$ cat src/rtl/max_pool_ctrl_if.sv
// Row stream bundle between the pooling lane array, the vertical max-pool
// controller and the downstream consumer.
interface max_pool_ctrl_if #(
    parameter int DATA_WIDTH  = 8,
    parameter int NUM_MODULES = 16
);
    localparam int ROW_BITS = DATA_WIDTH * 2 * NUM_MODULES;

    // Both streams use plain valid/ready: a beat transfers on a rising edge
    // where valid && ready; valid never waits on ready, and the sender holds
    // data stable while valid && !ready.
    logic                   row_valid;
    logic [ROW_BITS-1:0]    row_data;
    logic                   row_ready;
    logic                   pool_valid;
    logic [ROW_BITS-1:0]    pool_data;
    logic [NUM_MODULES-1:0] pool_mask;
    logic                   pool_ready;

    modport master (
        input  row_valid, row_data, pool_ready,
        output row_ready, pool_valid, pool_data, pool_mask
    );

    modport slave (
        output row_valid, row_data, pool_ready,
        input  row_ready, pool_valid, pool_data, pool_mask
    );
endinterface

$ cat src/rtl/max_pool_ctrl.sv
// Vertical half of the 2x2 max-pool: pairs horizontally pooled rows through a
// one-row hold register and emits pooled rows with a lane-valid mask.
module max_pool_ctrl #(
    parameter int DATA_WIDTH  = 8,
    parameter int NUM_MODULES = 16,
    parameter int ROW_W       = 8
) (
    input  logic             clk,
    input  logic             rst,
    input  logic             start,
    input  logic             stride2,
    input  logic [ROW_W-1:0] num_rows,
    max_pool_ctrl_if.master  bus,
    output logic             busy,
    output logic             done,
    output logic [2:0]       state_dbg
);
    localparam int LANE_W   = DATA_WIDTH * 2;
    localparam int ROW_BITS = LANE_W * NUM_MODULES;

    typedef enum logic [2:0] {
        S_IDLE  = 3'd0,
        S_LOAD  = 3'd1,
        S_PAIR  = 3'd2,
        S_FLUSH = 3'd3,
        S_DONE  = 3'd4
    } state_t;

    state_t                 state_q, state_d;
    logic [ROW_BITS-1:0]    hold_q, hold_d;
    logic [ROW_BITS-1:0]    out_data_q, out_data_d;
    logic [NUM_MODULES-1:0] out_mask_q, out_mask_d;
    logic                   out_full_q, out_full_d;
    logic [ROW_W-1:0]       rows_in_q, rows_in_d;
    logic [ROW_W-1:0]       num_rows_q, num_rows_d;
    logic                   stride2_q, stride2_d;

    logic                   in_phase, out_free, rows_left;
    logic                   accept, retire, need_flush;
    logic [ROW_BITS-1:0]    max_in, max_flush;
    logic [NUM_MODULES-1:0] mask_sel;

    function automatic logic [ROW_BITS-1:0] lane_max(input logic [ROW_BITS-1:0] a,
                                                     input logic [ROW_BITS-1:0] b);
        logic [ROW_BITS-1:0] r;
        r = '0;
        for (int i = 0; i < NUM_MODULES; i++) begin
            if ($signed(a[i*LANE_W +: LANE_W]) >= $signed(b[i*LANE_W +: LANE_W]))
                r[i*LANE_W +: LANE_W] = a[i*LANE_W +: LANE_W];
            else
                r[i*LANE_W +: LANE_W] = b[i*LANE_W +: LANE_W];
        end
        return r;
    endfunction

    // Stride 2 keeps only the even lanes: odd lanes overlap their neighbour's window.
    always_comb begin
        mask_sel = '0;
        for (int i = 0; i < NUM_MODULES; i++) begin
            mask_sel[i] = !stride2_q || ((i % 2) == 0);
        end
    end

    assign max_in     = lane_max(hold_q, bus.row_data);
    assign max_flush  = lane_max(hold_q, '0);

    assign in_phase   = (state_q == S_LOAD) || (state_q == S_PAIR);
    assign out_free   = !out_full_q || bus.pool_ready;
    assign rows_left  = rows_in_q < num_rows_q;
    assign accept     = bus.row_valid && bus.row_ready;
    assign retire     = out_full_q && bus.pool_ready;
    assign need_flush = !stride2_q || num_rows_q[0];

    assign bus.row_ready  = in_phase && out_free && rows_left;
    assign bus.pool_valid = out_full_q;
    assign bus.pool_data  = out_data_q;
    assign bus.pool_mask  = out_mask_q;
    assign busy           = (state_q != S_IDLE) && !done;
    assign state_dbg      = state_q;

    always_comb begin
        state_d    = state_q;
        hold_d     = hold_q;
        out_data_d = out_data_q;
        out_mask_d = out_mask_q;
        out_full_d = out_full_q && !retire;
        rows_in_d  = rows_in_q;
        num_rows_d = num_rows_q;
        stride2_d  = stride2_q;
        done       = 1'b0;

        case (state_q)
            S_IDLE: begin
                if (start) begin
                    stride2_d  = stride2;
                    num_rows_d = num_rows;
                    rows_in_d  = '0;
                    state_d    = (num_rows == '0) ? S_DONE : S_LOAD;
                end
            end
            S_LOAD: begin
                if (!rows_left) begin
                    state_d = need_flush ? S_FLUSH : S_DONE;
                end else if (accept) begin
                    hold_d    = bus.row_data;
                    rows_in_d = rows_in_q + ROW_W'(1);
                    state_d   = S_PAIR;
                end
            end
            S_PAIR: begin
                if (!rows_left) begin
                    state_d = need_flush ? S_FLUSH : S_DONE;
                end else if (accept) begin
                    out_data_d = max_in;
                    out_mask_d = mask_sel;
                    out_full_d = 1'b1;
                    rows_in_d  = rows_in_q + ROW_W'(1);
                    // Stride 1 slides the window: the new row pairs with the next one.
                    if (stride2_q) state_d = S_LOAD;
                    else           hold_d  = bus.row_data;
                end
            end
            S_FLUSH: begin
                // The partner-less last row meets zero, like the array's right-edge pad.
                if (out_free) begin
                    out_data_d = max_flush;
                    out_mask_d = mask_sel;
                    out_full_d = 1'b1;
                    state_d    = S_DONE;
                end
            end
            S_DONE: begin
                if (!out_full_q) begin
                    done    = 1'b1;
                    state_d = S_IDLE;
                end
            end
            default: state_d = S_IDLE;
        endcase
    end

    always_ff @(posedge clk) begin
        if (rst) begin
            state_q    <= S_IDLE;
            hold_q     <= '0;
            out_data_q <= '0;
            out_mask_q <= '0;
            out_full_q <= 1'b0;
            rows_in_q  <= '0;
            num_rows_q <= '0;
            stride2_q  <= 1'b0;
        end else begin
            state_q    <= state_d;
            hold_q     <= hold_d;
            out_data_q <= out_data_d;
            out_mask_q <= out_mask_d;
            out_full_q <= out_full_d;
            rows_in_q  <= rows_in_d;
            num_rows_q <= num_rows_d;
            stride2_q  <= stride2_d;
        end
    end
endmodule

$ cat src/flat_wrapper.sv
// flat-port wrapper written by rule: the top's interface ports become plain ports
module max_pool_ctrl_flat 
#(
    parameter int DATA_WIDTH  = 8,
    parameter int NUM_MODULES = 16,
    parameter int ROW_W       = 8
)
  (clk, rst, start, stride2, num_rows, busy, done, state_dbg, bus_row_valid, bus_row_data, bus_pool_ready, bus_row_ready, bus_pool_valid, bus_pool_data, bus_pool_mask);
  max_pool_ctrl_if #(.DATA_WIDTH(DATA_WIDTH), .NUM_MODULES(NUM_MODULES)) bus_i ();
  input  logic clk;
  input  logic rst;
  input  logic start;
  input  logic stride2;
  input  logic [ROW_W-1:0] num_rows;
  output logic busy;
  output logic done;
  output logic [2:0] state_dbg;
  input wire logic [$bits(bus_i.row_valid)-1:0] bus_row_valid;
  input wire logic [$bits(bus_i.row_data)-1:0] bus_row_data;
  input wire logic [$bits(bus_i.pool_ready)-1:0] bus_pool_ready;
  output wire logic [$bits(bus_i.row_ready)-1:0] bus_row_ready;
  output wire logic [$bits(bus_i.pool_valid)-1:0] bus_pool_valid;
  output wire logic [$bits(bus_i.pool_data)-1:0] bus_pool_data;
  output wire logic [$bits(bus_i.pool_mask)-1:0] bus_pool_mask;
  assign bus_i.row_valid = bus_row_valid;
  assign bus_i.row_data = bus_row_data;
  assign bus_i.pool_ready = bus_pool_ready;
  assign bus_row_ready = bus_i.row_ready;
  assign bus_pool_valid = bus_i.pool_valid;
  assign bus_pool_data = bus_i.pool_data;
  assign bus_pool_mask = bus_i.pool_mask;
  max_pool_ctrl #(.DATA_WIDTH(DATA_WIDTH), .NUM_MODULES(NUM_MODULES), .ROW_W(ROW_W)) u_core (.clk(clk), .rst(rst), .start(start), .stride2(stride2), .num_rows(num_rows), .bus(bus_i), .busy(busy), .done(done), .state_dbg(state_dbg));
endmodule
$ cat config.mk
export PLATFORM = sky130hd
export DESIGN_NAME = max_pool_ctrl_flat
export DESIGN_NICKNAME = d
export VERILOG_FILES = /design/src/rtl/max_pool_ctrl_if.sv /design/src/rtl/max_pool_ctrl.sv /design/src/flat_wrapper.sv
export SDC_FILE = /design/constraint.sdc
export NUM_CORES = 2
export LEC_CHECK = 0
export ABC_CLOCK_PERIOD_IN_PS = 6600
export CAP_MARGIN = 25
export CORE_ASPECT_RATIO = 0.5
export CORE_MARGIN = 8
export CORE_UTILIZATION = 35
export DETAILED_ROUTE_END_ITERATION = 8
export PLACE_DENSITY = 0.58
export SETUP_SLACK_MARGIN = 0.4
export SLEW_MARGIN = 10
export SYNTH_ARGS = -nofsm -noshare
export SYNTH_HDL_FRONTEND = slang
export SYNTH_SLANG_ARGS = --single-unit
$ cat constraint.sdc
create_clock -name clk -period 6.6 [get_ports clk]
set_clock_uncertainty 0.15 [all_clocks]
set_input_delay 0.99 -clock clk [delete_from_list [all_inputs] [get_ports clk]]
set_output_delay 0.99 -clock clk [all_outputs]
set_load 0.01 [all_outputs]
==> reports/summary.txt <==
vias post-DR: 25,595
Max Transition Viols Final: 0
DR WL/cell: 19.53 um
status: finished, final reports clean
Hold WC Path Type: flip-flop to flip-flop
Worst-path clk slew: 0.06 ns
Critical R2R Launch: u_core.state_dbg[1]$_SDFFE_PP0P_
crit path to: u_core.bus.pool_data[210]$_SDFFE_PP0P_
CP peak stage delay: 0.72 ns
syn avg cell area: 8.168 um^2
largest net degree at the start of global routing: 107
Switching Share: 35.88%
Max Cap Violations: 0
Die ar.: 87,950 um^2
Max Freq: 239.6 MHz
critical-path cell list: nor2b_1 > and2_1 > o21a_4 > buf_4 > and2_1 > buf_4 > o211a_4 > a221o_1
Max FO, Critical Path: 93
Nets: 4,318
Setup TNS Final: 0 ns
DR pass1 iterations: 6
Core ar.: 77,380 um^2
final worst-path cycle share: 63.24%
FILL cells: 7,561
Comb pwr share: 31.8%
CP required: 7.01 ns
layout cell share with drive strength beyond 1: 4.365%
Main synth FF type: dfxtp_1
Setup crit end kind: flip-flop
Post-Route WL: 95,280 um
Chip Width: 411.5 um
Yosys cell types: 68
Pint: 6.788 mW
Hold WS: 0.3040 ns
FF+latch count, synth: 535
Syn Nets: 3,885
Slowest cell on crit path: and2_1
H-tree depth: 2
switching pwr: 3.799 mW
critical path type: flip-flop to flip-flop
count leader, synth: nand2_1
Post-route DRC: 0
Critical Path Source Type: flip-flop
Die Ht: 213.7 um
Mapped Cells: 3,351
Power Density: 298.2 nW/um^2
Clock Root Buffer: clkbuf_16
EDFF count, synth: 0
Starting DRT DRC Count: 1,638
Seq pwr share: 38.2%
Area Growth Syn to Fin: 29.73%
Tmin final: 4.174 ns
GPL Wtd Cong: 0.8541
dominant cells by area after synthesis: dfxtp_1, ha_1, nand2_1
Relative slew margins: 29.36%
postcts setup bufs: 0
Synth Warn #: 0
WP buf/inv: 2
post-DP HPWL: 67,840 um
FF-to-FF End: u_core.bus.pool_data[210]$_SDFFE_PP0P_
actual slew at the worst max-slew pin: 1.057 ns
total power: 10.59 mW
total grt overflow: 0
deepest clock path buffer count: 3
Worst R2R Setup Slack: 2.43 ns
clock power share: 30.0%
Crit path depth: 8
TritonCTS clock tree: built
vias in the first global route: 24,986
Hold Fails Final Rpt: 0
CTS Sinks: 535
delay-heaviest family, CP: simple AND/OR/NAND/NOR gates
Synth area leader: dfxtp_1
top-area cell type share of the netlist area: 39.13%
first-pass GRT wire length: 145,600 um
RSZ-0062 raised after global routing: false
cell depth of the worst flop-to-flop path: 8
Initial Utilization: 35.37%
cell area after synthesis: 27,370 um^2
worst setup path start: u_core.state_dbg[1]$_SDFFE_PP0P_
number of nets still failing antenna checks after routing: 0
worst skew pair latency: 0.64 ns
sequential area share after synthesis: 39.13%
Post-CTS Resized: 0
I/O pins: 549
Vias/cell: 5.246
FP Rows: 72
placed cells: 4,761
initial antenna violation count: 18
Num CTS Buffers: 55
# hold bufs at CTS: 0
synth cell count leaders: nand2_1, dfxtp_1, a21oi_1, inv_1, ha_1
GRT Overall Usage: 20.57%
final setup vio count: 0
IO Port Bufs: 548
non-filler cells, final: 4,879
Async S/R FF share, synth: 0%
leakage: 14.39 nW
Worst EP arrival: 4.58 ns
Peak VDD IR: 0.1977 mV
-- worst register-to-register path: cells and delay by family (launching register included) --
kind | cells | cell delay [ns]
flops | 1 | 0.61
buf+inv | 2 | 1.05
simple gates | 3 | 1.64
compound gates | 3 | 0.66
-- sequential cells by signal (all words and copies together), names as in the netlist --
| signal | count |
|---|---|
| u_core.stride2_q | 1 |
| u_core.hold_q | 256 |
| u_core.state_dbg | 3 |
| u_core.bus.pool_mask | 2 |
| u_core.bus.pool_valid | 1 |
| u_core.rows_in_q | 8 |
| u_core.num_rows_q | 8 |
| u_core.bus.pool_data | 256 |
-- final cells by class --
cell class | instances | area, um^2 | area share [%]
clock buffer | 86 | 1644 | 4.630
inverter | 277 | 1040 | 2.928
clock inverter | 13 | 141.4 | 0.3982
sequential | 535 | 10710 | 30.16
tap | 1036 | 1296 | 3.651
antenna | 17 | 42.54 | 0.1198
timing repair buffer | 590 | 5892 | 16.59
multi-input combinational | 2325 | 14740 | 41.52
-- worst min-delay path by stage --
stage                                                      start  cells after the start                                endpoint
after floorplan                   u_core.hold_q[16]$_SDFFE_PP0P_                      2          u_core.hold_q[16]$_SDFFE_PP0P_
after global placement     u_core.bus.pool_data[15]$_SDFFE_PP0P_                      2   u_core.bus.pool_data[15]$_SDFFE_PP0P_
after detailed placement  u_core.bus.pool_data[191]$_SDFFE_PP0P_                      2  u_core.bus.pool_data[191]$_SDFFE_PP0P_
after CTS                         u_core.hold_q[16]$_SDFFE_PP0P_                      2          u_core.hold_q[16]$_SDFFE_PP0P_
after global routing       u_core.bus.pool_data[15]$_SDFFE_PP0P_                      2   u_core.bus.pool_data[15]$_SDFFE_PP0P_
final                             u_core.hold_q[16]$_SDFFE_PP0P_                      2          u_core.hold_q[16]$_SDFFE_PP0P_
-- cell usage in the layout, fill, tap and decap left out, types with 32 or more instances in the layout --
cell type / synthesis / routed
a21o_1: 32 / 32
a21oi_1: 373 / 373
a221o_1: 107 / 107
a31oi_1: 49 / 48
and2_1: 41 / 40
buf_4: 15 / 32
clkbuf_16: 0 / 56
clkdlybuf4s50_1: 0 / 547
dfxtp_1: 535 / 535
ha_1: 264 / 264
inv_1: 277 / 277
mux2i_1: 42 / 38
nand2_1: 739 / 738
nand3_1: 116 / 116
nand4_1: 61 / 61
nor2_1: 37 / 36
nor3_1: 43 / 42
o21ai_0: 88 / 88
o311ai_0: 44 / 44
-- per-stage QoR --
stage / instance area (um^2) / utilization [%] / setup WS [ns]
after floorplan: 27370 / - / 3.123
after global routing: 35510 / 45.88 / 2.201
final: 35510 / 45.89 / 2.426
after CTS: 35450 / 45.81 / 2.390
after global placement: 33630 / 43.46 / 2.037
after detailed placement: 33660 / 43.50 / 1.994
-- power by group through the flow --
stage	clock network [mW]	logic (mW)	registers, mW
final	3.18	3.36	4.04
after global routing	3.42	3.74	4.10
after CTS	3.27	3.39	4.04
after detailed placement	0	3.37	4.11
after global placement	0	3.33	4.10
after floorplan	0	2.04	4.06
-- metal layers --
layer | global-route usage [%] | vias up | part of all wire [%] | wire [um]
met2 | 37.24 | 510 | 51 | 48500
met5 | 0 | - | 0.024 | 23
met1 | 24.61 | 12269 | 41 | 39440
li1 | - | 12666 | - | -
met4 | 8.429 | 4 | 3.5 | 3343
met3 | 3.004 | 146 | 4.2 | 3969
-- cell families after synthesis --
logic type                 share of synthesized area [%]
AOI/OAI and AO/OA                                  20.49
xor gates and xnor gates                          0.2560
and+or+nand+nor                                    18.93
adders and majority gates                          12.07
muxes                                              1.879
buffers and inverters                              7.250
DFF                                                39.13
Power figures use the tool's default switching activity.
